## config.mk

```make
export PLATFORM = sky130hd
export DESIGN_NAME = rv32i_axi_master
export DESIGN_NICKNAME = d
export VERILOG_FILES = /design/src/rtl/rv32i_axi_pkg.sv /design/src/rtl/rv32i_lsu_align.sv /design/src/rtl/rv32i_axi_master.sv
export SDC_FILE = /design/constraint.sdc
export NUM_CORES = 1
export LEC_CHECK = 0
export ABC_CLOCK_PERIOD_IN_PS = 3290
export BUFFER_PORTS_ARGS = -buffer_cell sky130_fd_sc_hd__buf_2
export CORE_AREA = 2 2 130 132
export CTS_BUF_LIST = sky130_fd_sc_hd__clkbuf_4
export CTS_CLUSTER_DIAMETER = 80
export DETAILED_ROUTE_END_ITERATION = 7
export DIE_AREA = 0 0 132 134
export PLACE_DENSITY = 0.68
export SLEW_MARGIN = 30
export SYNTH_ARGS = -nofsm -noshare
export SYNTH_HDL_FRONTEND = slang
export SYNTH_SLANG_ARGS = --single-unit
```

## constraint.sdc

```tcl
create_clock -name clk -period 3.29 [get_ports clk]
set_input_delay 0.658 -clock clk [delete_from_list [all_inputs] [get_ports clk]]
set_output_delay 0.658 -clock clk [all_outputs]
set_load 0.1 [all_outputs]
```

## src/rtl/rv32i_axi_pkg.sv

```systemverilog
// Shared types and constants for the rv32i AXI4-Lite master bridge.
package rv32i_axi_pkg;

   localparam logic [1:0] OKAY   = 2'b00;
   localparam logic [1:0] SLVERR = 2'b10;
   localparam logic [1:0] DECERR = 2'b11;

   localparam logic [2:0] PROT_INSN = 3'b100;
   localparam logic [2:0] PROT_DATA = 3'b000;

   typedef enum logic [1:0] {
      SIZE_BYTE = 2'b00,
      SIZE_HALF = 2'b01,
      SIZE_WORD = 2'b10,
      SIZE_ILL  = 2'b11
   } mem_size_t;

   typedef enum logic [2:0] {
      IDLE,
      RD_ADDR,
      RD_DATA,
      WR_REQ,
      WR_RESP,
      RESP
   } state_t;

endpackage

```

## src/rtl/rv32i_lsu_align.sv

```systemverilog
// Combinational LSU helper: misalignment check, store lane formatting and
// load byte/half extraction with sign or zero extension.
module rv32i_lsu_align
   import rv32i_axi_pkg::*;
(
   input  logic        is_data,
   input  logic [1:0]  req_offset,
   input  mem_size_t   req_size,
   input  logic [31:0] store_data,
   output logic        misaligned,
   output logic [3:0]  wstrb,
   output logic [31:0] wdata,
   input  logic [1:0]  ld_offset,
   input  mem_size_t   ld_size,
   input  logic        ld_unsigned,
   input  logic [31:0] rdata,
   output logic [31:0] load_data
);

   logic [31:0] shifted;

   always_comb begin
      misaligned = 1'b0;
      wstrb      = '0;
      wdata      = '0;
      if (!is_data) begin
         misaligned = (req_offset != 2'b00);
      end else begin
         case (req_size)
            SIZE_BYTE: misaligned = 1'b0;
            SIZE_HALF: misaligned = req_offset[0];
            SIZE_WORD: misaligned = |req_offset;
            default:   misaligned = 1'b1;
         endcase
      end
      case (req_size)
         SIZE_BYTE: begin
            wstrb = 4'b0001 << req_offset;
            wdata = {4{store_data[7:0]}};
         end
         SIZE_HALF: begin
            wstrb = 4'b0011 << req_offset;
            wdata = {2{store_data[15:0]}};
         end
         SIZE_WORD: begin
            wstrb = 4'b1111;
            wdata = store_data;
         end
         default: begin
            wstrb = '0;
            wdata = '0;
         end
      endcase
   end

   always_comb begin
      shifted   = rdata >> {ld_offset, 3'b000};
      load_data = rdata;
      case (ld_size)
         SIZE_BYTE: load_data = ld_unsigned ? {24'h0, shifted[7:0]}
                                            : {{24{shifted[7]}}, shifted[7:0]};
         SIZE_HALF: load_data = ld_unsigned ? {16'h0, shifted[15:0]}
                                            : {{16{shifted[15]}}, shifted[15:0]};
         default:   load_data = rdata;
      endcase
   end

endmodule

```

## src/rtl/rv32i_axi_master.sv

```systemverilog
// AXI4-Lite master bridge: serialises core fetch/load/store requests onto one
// bus port, one transaction at a time, with local misalign and timeout errors.
module rv32i_axi_master
   import rv32i_axi_pkg::*;
#(
   parameter int unsigned TIMEOUT_CYCLES = 0,
   parameter logic [1:0]  ERR_RESP       = SLVERR
) (
   input  logic        clk,
   input  logic        rst_n,
   input  logic        req_arvalid,
   input  logic        req_rready,
   input  logic        req_awvalid,
   input  logic        req_wvalid,
   input  logic        req_bready,
   input  logic        data_access,
   input  logic [31:0] pc,
   input  logic [31:0] data_addr,
   input  logic [31:0] store_data,
   input  logic [1:0]  mem_size,
   input  logic        mem_unsigned,
   output logic        core_arready,
   output logic        core_rvalid,
   output logic [1:0]  core_rresp,
   output logic        core_awready,
   output logic        core_wready,
   output logic        core_bvalid,
   output logic [1:0]  core_bresp,
   output logic [31:0] instr_rdata,
   output logic [31:0] load_data,
   output logic [31:0] m_axi_araddr,
   output logic [2:0]  m_axi_arprot,
   output logic        m_axi_arvalid,
   input  logic        m_axi_arready,
   input  logic [31:0] m_axi_rdata,
   input  logic [1:0]  m_axi_rresp,
   input  logic        m_axi_rvalid,
   output logic        m_axi_rready,
   output logic [31:0] m_axi_awaddr,
   output logic [2:0]  m_axi_awprot,
   output logic        m_axi_awvalid,
   input  logic        m_axi_awready,
   output logic [31:0] m_axi_wdata,
   output logic [3:0]  m_axi_wstrb,
   output logic        m_axi_wvalid,
   input  logic        m_axi_wready,
   input  logic [1:0]  m_axi_bresp,
   input  logic        m_axi_bvalid,
   output logic        m_axi_bready
);

   localparam int unsigned TW = (TIMEOUT_CYCLES > 1) ? $clog2(TIMEOUT_CYCLES + 1) : 1;

   state_t        state, state_n;
   logic [TW-1:0] timer;
   logic [31:0]   addr_q, wdata_q, rdata_q, wdata_fmt, req_addr;
   logic [3:0]    wstrb_q, wstrb_fmt;
   logic [2:0]    arprot_q;
   logic [1:0]    off_q, resp_q;
   mem_size_t     size_q;
   logic          uns_q, is_write_q, aw_done, w_done;
   logic          is_data, misaligned, timeout_hit;
   logic          accept, timed_out, aw_hs, w_hs, cap_r, cap_b;
   logic          unused_ok;

   // Core responses are single-cycle pulses; the core-side readies and the
   // separate write-data request carry no extra information here.
   assign unused_ok = &{1'b0, req_rready, req_bready, req_wvalid};

   assign is_data     = data_access | req_awvalid;
   assign req_addr    = is_data ? data_addr : pc;
   assign timeout_hit = (TIMEOUT_CYCLES != 0) && (timer == TW'(TIMEOUT_CYCLES - 1));

   rv32i_lsu_align u_align (
      .is_data     (is_data),
      .req_offset  (req_addr[1:0]),
      .req_size    (mem_size_t'(mem_size)),
      .store_data  (store_data),
      .misaligned  (misaligned),
      .wstrb       (wstrb_fmt),
      .wdata       (wdata_fmt),
      .ld_offset   (off_q),
      .ld_size     (size_q),
      .ld_unsigned (uns_q),
      .rdata       (rdata_q),
      .load_data   (load_data)
   );

   always_ff @(posedge clk or negedge rst_n) begin
      if (!rst_n) state <= IDLE;
      else        state <= state_n;
   end

   always_comb begin
      state_n       = state;
      accept        = 1'b0;
      timed_out     = 1'b0;
      aw_hs         = 1'b0;
      w_hs          = 1'b0;
      cap_r         = 1'b0;
      cap_b         = 1'b0;
      m_axi_arvalid = 1'b0;
      m_axi_rready  = 1'b0;
      m_axi_awvalid = 1'b0;
      m_axi_wvalid  = 1'b0;
      m_axi_bready  = 1'b0;
      core_arready  = 1'b0;
      core_awready  = 1'b0;
      core_wready   = 1'b0;
      core_rvalid   = 1'b0;
      core_bvalid   = 1'b0;
      case (state)
         IDLE: if (req_awvalid || req_arvalid) begin
            accept = 1'b1;
            if (misaligned)       state_n = RESP;
            else if (req_awvalid) state_n = WR_REQ;
            else                  state_n = RD_ADDR;
         end
         RD_ADDR: begin
            m_axi_arvalid = 1'b1;
            if (m_axi_arready) begin
               core_arready = 1'b1;
               state_n      = RD_DATA;
            end else if (timeout_hit) begin
               timed_out = 1'b1;
               state_n   = RESP;
            end
         end
         RD_DATA: begin
            m_axi_rready = 1'b1;
            if (m_axi_rvalid) begin
               cap_r   = 1'b1;
               state_n = RESP;
            end else if (timeout_hit) begin
               timed_out = 1'b1;
               state_n   = RESP;
            end
         end
         WR_REQ: begin
            m_axi_awvalid = !aw_done;
            m_axi_wvalid  = !w_done;
            aw_hs         = !aw_done && m_axi_awready;
            w_hs          = !w_done && m_axi_wready;
            core_awready  = aw_hs;
            core_wready   = w_hs;
            if ((aw_done || aw_hs) && (w_done || w_hs)) begin
               state_n = WR_RESP;
            end else if (timeout_hit) begin
               timed_out = 1'b1;
               state_n   = RESP;
            end
         end
         WR_RESP: begin
            m_axi_bready = 1'b1;
            if (m_axi_bvalid) begin
               cap_b   = 1'b1;
               state_n = RESP;
            end else if (timeout_hit) begin
               timed_out = 1'b1;
               state_n   = RESP;
            end
         end
         RESP: begin
            core_rvalid = !is_write_q;
            core_bvalid = is_write_q;
            state_n     = IDLE;
         end
         default: state_n = IDLE;
      endcase
   end

   // Timer restarts on every state change, so each wait state gets a fresh budget.
   always_ff @(posedge clk or negedge rst_n) begin
      if (!rst_n)                              timer <= '0;
      else if (state_n != state)               timer <= '0;
      else if (timer != TW'(TIMEOUT_CYCLES))   timer <= timer + 1'b1;
   end

   always_ff @(posedge clk or negedge rst_n) begin
      if (!rst_n) begin
         addr_q     <= '0;
         off_q      <= '0;
         size_q     <= SIZE_BYTE;
         uns_q      <= 1'b0;
         arprot_q   <= '0;
         wstrb_q    <= '0;
         wdata_q    <= '0;
         rdata_q    <= '0;
         resp_q     <= '0;
         is_write_q <= 1'b0;
         aw_done    <= 1'b0;
         w_done     <= 1'b0;
      end else begin
         if (accept) begin
            addr_q     <= {req_addr[31:2], 2'b00};
            off_q      <= req_addr[1:0];
            size_q     <= is_data ? mem_size_t'(mem_size) : SIZE_WORD;
            uns_q      <= mem_unsigned;
            arprot_q   <= is_data ? PROT_DATA : PROT_INSN;
            wstrb_q    <= wstrb_fmt;
            wdata_q    <= wdata_fmt;
            rdata_q    <= '0;
            resp_q     <= misaligned ? ERR_RESP : OKAY;
            is_write_q <= req_awvalid;
            aw_done    <= 1'b0;
            w_done     <= 1'b0;
         end
         if (aw_hs) aw_done <= 1'b1;
         if (w_hs)  w_done  <= 1'b1;
         if (cap_r) begin
            rdata_q <= m_axi_rdata;
            resp_q  <= m_axi_rresp;
         end
         if (cap_b)     resp_q <= m_axi_bresp;
         if (timed_out) resp_q <= DECERR;
      end
   end

   assign core_rresp   = resp_q;
   assign core_bresp   = resp_q;
   assign instr_rdata  = rdata_q;
   assign m_axi_araddr = addr_q;
   assign m_axi_arprot = arprot_q;
   assign m_axi_awaddr = addr_q;
   assign m_axi_awprot = PROT_DATA;
   assign m_axi_wdata  = wdata_q;
   assign m_axi_wstrb  = wstrb_q;

endmodule

```

==> flow_summary.json, run 1 <==
{
  "grt_pass1_vias": 5581,
  "hold_class": "input pin to asynchronous set/reset pin",
  "crit_start": "off_q[1]",
  "fin_ws_ps": 189,
  "start_util_pct": 36.4,
  "relSlewSlack_pct": 49.1,
  "yosysSeqAreaShare_pct": 47.3,
  "fin_skew_ps": 20.8,
  "fp.dieW_um": 132,
  "report.final.slew_viol_count": 0,
  "synthFlopType": "dfrtp_1",
  "avgSynthCellArea_um2": 8.69,
  "cts_buffer_depth": 2,
  "clkTransAtPathRegs_ps": 170,
  "r2r_setup_slack_ps": 1220,
  "grt_first_pass_wirelength_um": 30800,
  "worstSetupEndpointType": "output port",
  "synth-edff-count": 0,
  "hold_slack_ps": 137,
  "cts_tree": "built",
  "cp_cell_sequence": "mux2i_1 > mux2_4 > or4_1 > o311ai_4 > buf_12",
  "h-tree-depth": 3,
  "final-hold-violation-count": 0,
  "fp-row-count": 47,
  "cpLargestDelayFamily": "simple AND/OR/NAND/NOR gates",
  "cp.required_ps": 2630,
  "first_pass_iters": 5,
  "grt_overflow_total": 0,
  "vias": 5936,
  "async_reset_ff_share_pct": 100,
  "wl_per_cell_um": 17.1,
  "hold_buffers": 0,
  "seq_area_mm2": 0.00280,
  "setup-violations-final": 0,
  "crit_cells": 5,
  "fin_crit_ps": 3100,
  "num_io_pins": 332,
  "synth_cell_types": 46,
  "antenna_found_initial": 2,
  "wl_um": 19900,
  "clk_latency_ps": 470,
  "critical_path.endpoint": "load_data[15]",
  "status": "finished, final reports clean",
  "fin_crit_sh_pct": 94.3,
  "drive_gt1_share_pct": 41.5,
  "ys_seq_elements": 112,
  "ys_warn_count": 0,
  "gp_congestion": 0.874,
  "criticalPathCategory": "flop to output port",
  "drc": 0,
  "fillers": 1570,
  "cp_slowest_cell": "or4_1",
  "clockRootBuffer": "clkbuf_4",
  "r2r-end": "m_axi_wdata[21]",
  "r2r_cells": 5,
  "yosysTopAreaCell": "dfrtp_1",
  "synth_area_leaders": "dfrtp_1 (47%), nand2_1 (9.1%), o21ai_0 (5.9%)",
  "cts_made_buffers": 9,
  "worstMarginPinSlew_ps": 761,
  "nNetsFinal": 1088,
  "vias_per_cell": 5.09,
  "max_stage_delay_ps": 660,
  "drv_cap": 0,
  "place_ws_ps": 544,
  "synthCells": 682,
  "syn_area_mm2": 0.00593,
  "multiInputGateArea_mm2": 0.00277,
  "crit_fanout": 8,
  "io_buffers": 319,
  "start_kind": "flop",
  "rsz0062_at_grt": "false",
  "critPathBufInv": 1,
  "dp_hpwl_um": 14800,
  "drtIter0Drc": 381,
  "clock.fmax_mhz": 322,
  "antenna_left": 0,
  "synthToLayoutAreaGrowth_pct": 35.5,
  "die_y_um": 134,
  "track_usage_pct": 21.9,
  "die-area_mm2": 0.0177,
  "reg2reg_from": "state[2]",
  "yosysTopAreaCellShare_pct": 47.3,
  "grt_max_degree": 76,
  "critPathArrivalTime_ps": 2440,
  "cts_sinks": 112,
  "coreArea_mm2": 0.0163
}
-- flip-flops by register name, summed over array words and instances (netlist names) --
name and flops:
aw_done 1, core_bresp 2, instr_rdata 32, is_write_q 1
m_axi_araddr 30, m_axi_arprot 1, m_axi_wdata 32, m_axi_wstrb 4
off_q 2, size_q 2, state 3, uns_q 1
w_done 1
-- routing by layer --
| metal | routed length, µm | vias up | global-route usage (%) |
|---|---|---|---|
| met2 | 9540 | 231 | 34.5 |
| met4 | 337 | 0 | 7.73 |
| li1 | - | 2836 | - |
| met5 | 0 | - | 0 |
| met3 | 1490 | 24 | 6.08 |
| met1 | 8560 | 2845 | 29.0 |
-- layout make-up --
type | instances | area share [%]
flip-flops and latches | 112 | 34.9
multi-input cells | 470 | 34.5
repair buffers | 333 | 25.0
well taps | 220 | 3.43
clock buffers | 9 | 0.842
inverters | 14 | 0.655
clock inverters | 7 | 0.577
diodes | 2 | 0.0623
-- synth_stat cells, types with 6 or more instances --
| cell | n |
|---|---|
| nor2_1 | 63 |
| a22oi_1 | 10 |
| dfrtp_1 | 112 |
| nor3_1 | 6 |
| a21oi_1 | 21 |
| a31oi_1 | 31 |
| a2bb2oi_1 | 15 |
| buf_4 | 41 |
| a221oi_1 | 8 |
| a22o_1 | 33 |
| nand2_1 | 143 |
| inv_1 | 13 |
| o21ai_0 | 70 |
| mux2i_1 | 13 |
| buf_2 | 14 |
| clkbuf_1 | 36 |
-- worst min path at each step --
| stage | from | endpoint | slack, ps | depth (start not counted) |
|---|---|---|---|---|
| 3_3_place_gp | w_done | w_done | 460 | 1 |
| 2_1_floorplan | rst_n | aw_done | 360 | 0 |
| 6_report | rst_n | m_axi_araddr[25] | 140 | 1 |
| 3_5_place_dp | m_axi_wstrb[0] | m_axi_wstrb[0] | 460 | 2 |
| 5_1_grt | rst_n | m_axi_araddr[24] | 120 | 1 |
| 4_1_cts | rst_n | m_axi_araddr[23] | 110 | 1 |
-- cell families after synthesis --
group / share of synthesized area [%]
and+or+nand+nor: 17.0
xor gates and xnor gates: 0.148
buffers and inverters: 9.99
other: 0.0633
AOI/OAI and AO/OA: 22.4
DFF: 47.3
muxes: 3.08
-- layout by cell type, fill, tap and decap left out, drive strengths merged, types with 2 or more instances in the layout --
master   netlist  layout
diode          0       2
and2           5       5
clkbuf        36       9
a2bb2oi       15      15
nand2        143     143
nor3           7       7
clkinv         1       6
nor2          63      63
and4bb         2       2
o21ai         71      71
or2            3       3
nor2b          3       3
buf           58     333
a21oi         22      22
a31oi         31      31
conb           1       9
a221oi         8       8
dfrtp        112     112
inv           13      14
mux2i         13      13
o31ai          3       3
nor3b          3       3
a211oi         2       2
a22o          33      33
a22oi         10      10
o311ai         2       2
a21o           3       3
and3           2       2
nand3          5       5
mux2           4       4
-- worst register-to-register path: stages (launching register included) --
cell and delay (ps):
dfrtp_1 610, nor3_2 420, nand2_2 320, buf_12 280
a221oi_1 260, nor2_1 70
-- repair_timing --
action,4_1_cts,5_1_grt
resized for setup,16,1
gates cloned,0,0
buffers inserted,0,0
endpoints found under the setup margin,16,5
-- through the flow --
step / instance area (µm²) / utilization (%) / TNS [ps] / instances
6_report: 8030 / 49.3 / 0 / 1167
5_1_grt: 8030 / 49.3 / 0 / 1167
4_1_cts: 8020 / 49.2 / 0 / 1165
3_5_place_dp: 7870 / 48.3 / 0 / 1149
3_3_place_gp: 7860 / 48.3 / 0 / 1149
2_1_floorplan: 6140 / - / -3060 / 690
Power of run 1 is not shown: default switching activity piles up to over one toggle a cycle in this logic, so the estimate is an artifact.
==> run 2, diff against run 1 <==
Settings changed: BUFFER_PORTS_ARGS -buffer_cell sky130_fd_sc_hd__buf_2 to -buffer_cell sky130_fd_sc_hd__buf_4.
==> run 2 against run 1 <==
  * Final cell count fell by 0.26%
  * Fmax decreased by 0.72%
  * Via count is 0.56% lower
==> flow_summary.json, run 2 (synthesis gave the netlist of run 1 again) <==
{
  "status": "finished, final reports clean",
  "antenna_found_initial": 1,
  "seq_area_mm2": 0.00280,
  "io_buffers": 319,
  "hold_class": "input pin to asynchronous set/reset pin",
  "drv_cap": 0,
  "drtIter0Drc": 294,
  "rsz0062_at_grt": "false",
  "r2r_cells": 5,
  "r2r_setup_slack_ps": 1010,
  "layout_commonest_cell": "buf_4",
  "grt_max_degree": 72,
  "cp_slowest_cell": "dfrtp_2",
  "report.final.slew_viol_count": 0,
  "post_cts_buffers": 0,
  "grt_pass1_vias": 5691,
  "fp.dieW_um": 132,
  "num_io_pins": 332,
  "die_y_um": 134,
  "final-hold-violation-count": 0,
  "drive_gt1_share_pct": 41.7,
  "setup-violations-final": 0,
  "reg2reg_from": "state[2]",
  "wl_per_cell_um": 17.6,
  "cp.required_ps": 2630,
  "clkTransAtPathRegs_ps": 160,
  "antenna_left": 0,
  "cts_tree": "built",
  "start_util_pct": 36.4,
  "fin_skew_ps": 9.04,
  "dp_hpwl_um": 15300,
  "critical_path.endpoint": "load_data[23]",
  "vias": 5903,
  "max_stage_delay_ps": 540,
  "track_usage_pct": 22.7,
  "fp-row-count": 47,
  "clock.fmax_mhz": 320,
  "gp_congestion": 0.857,
  "fillers": 1571,
  "clockRootBuffer": "clkbuf_4",
  "worstMarginPinSlew_ps": 766,
  "grt_first_pass_wirelength_um": 31900,
  "nNetsFinal": 1086,
  "fin_crit_sh_pct": 95.0,
  "wl_um": 20500,
  "vias_per_cell": 5.07,
  "worstSetupEndpointType": "output port",
  "cts_sinks": 112,
  "die-area_mm2": 0.0177,
  "crit_start": "off_q[1]",
  "fin_crit_ps": 3120,
  "criticalPathCategory": "flop to output port",
  "crit_cells": 5,
  "hold_slack_ps": 116,
  "crit_fanout": 16,
  "first_pass_iters": 5,
  "r2r-end": "m_axi_araddr[15]",
  "relSlewSlack_pct": 48.9,
  "critPathBufInv": 1,
  "critPathArrivalTime_ps": 2470,
  "h-tree-depth": 3,
  "cts_made_buffers": 9,
  "grt_overflow_total": 0,
  "cpLargestDelayFamily": "flip-flops",
  "clk_latency_ps": 480,
  "drc": 0,
  "synthToLayoutAreaGrowth_pct": 45.7,
  "cp_cell_sequence": "and2b_1 > a2bb2oi_2 > mux2_4 > o21ai_4 > buf_4",
  "multiInputGateArea_mm2": 0.00278,
  "final_cell_mix": "buf_4 (329), nand2_1 (142), dfrtp_1 (111), nor2_1 (62), o21ai_0 (40)",
  "start_kind": "flop",
  "coreArea_mm2": 0.0163,
  "cts_buffer_depth": 2
}
==> run 2: cell count changes in the layout (fill, tap and decap cells not counted), sizes merged <==
cell	change
buf	-2
bufinv	+4
clkinv	-3
clkinvlp	-1
diode	-1
==> run 2: cell type report <==
cell class / count / share of cell area, %
Clock buffer: 9 / 0.783
Clock inverter: 7 / 1.65
Antenna cell: 1 / 0.0290
Timing Repair Buffer: 331 / 29.1
Sequential cell: 112 / 32.5
Inverter: 14 / 0.609
Multi-Input combinational cell: 470 / 32.2
Tap cell: 220 / 3.19
==> run 2: how the worst min path moves through the flow <==
| stage | slack, ps | to | startpoint | cells after the start |
|---|---|---|---|---|
| finish | 120 | m_axi_araddr[4] | rst_n | 1 |
| global route | 110 | m_axi_araddr[29] | rst_n | 1 |
| global placement | 450 | w_done | w_done | 1 |
| detailed placement | 460 | w_done | w_done | 1 |
| CTS | 90 | m_axi_araddr[5] | rst_n | 1 |
| floorplan | 360 | aw_done | rst_n | 0 |
==> run 2: routing by layer <==
layer,wire [µm],vias up,track usage [%]
met2,10000,236,37.0
met5,0,-,0
li1,-,2841,-
met3,1650,24,6.99
met4,365,0,6.22
met1,8440,2802,29.5
==> run 2: per-stage QoR <==
step | setup WS (ps) | cell area [µm²] | utilization (%) | std cells | TNS (ps)
2_1_floorplan | -466 | 6140 | - | 690 | -3060
6_report | 166 | 8630 | 53.0 | 1164 | 0
5_1_grt | 34.4 | 8630 | 53.0 | 1164 | 0
3_3_place_gp | 469 | 8410 | 51.6 | 1147 | 0
4_1_cts | 88.2 | 8620 | 52.9 | 1163 | 0
3_5_place_dp | 459 | 8410 | 51.6 | 1147 | 0
==> run 2: timing repair <==
| item | 4_1_cts | 5_1_grt |
|---|---|---|
| gates resized for setup | 2 | 1 |
| endpoints found under the setup margin | 14 | 5 |
| cloned | 0 | 0 |
| hold buffers | 0 | 0 |
| pin swaps | 0 | 0 |
Power of run 2 is left out for the same reason.
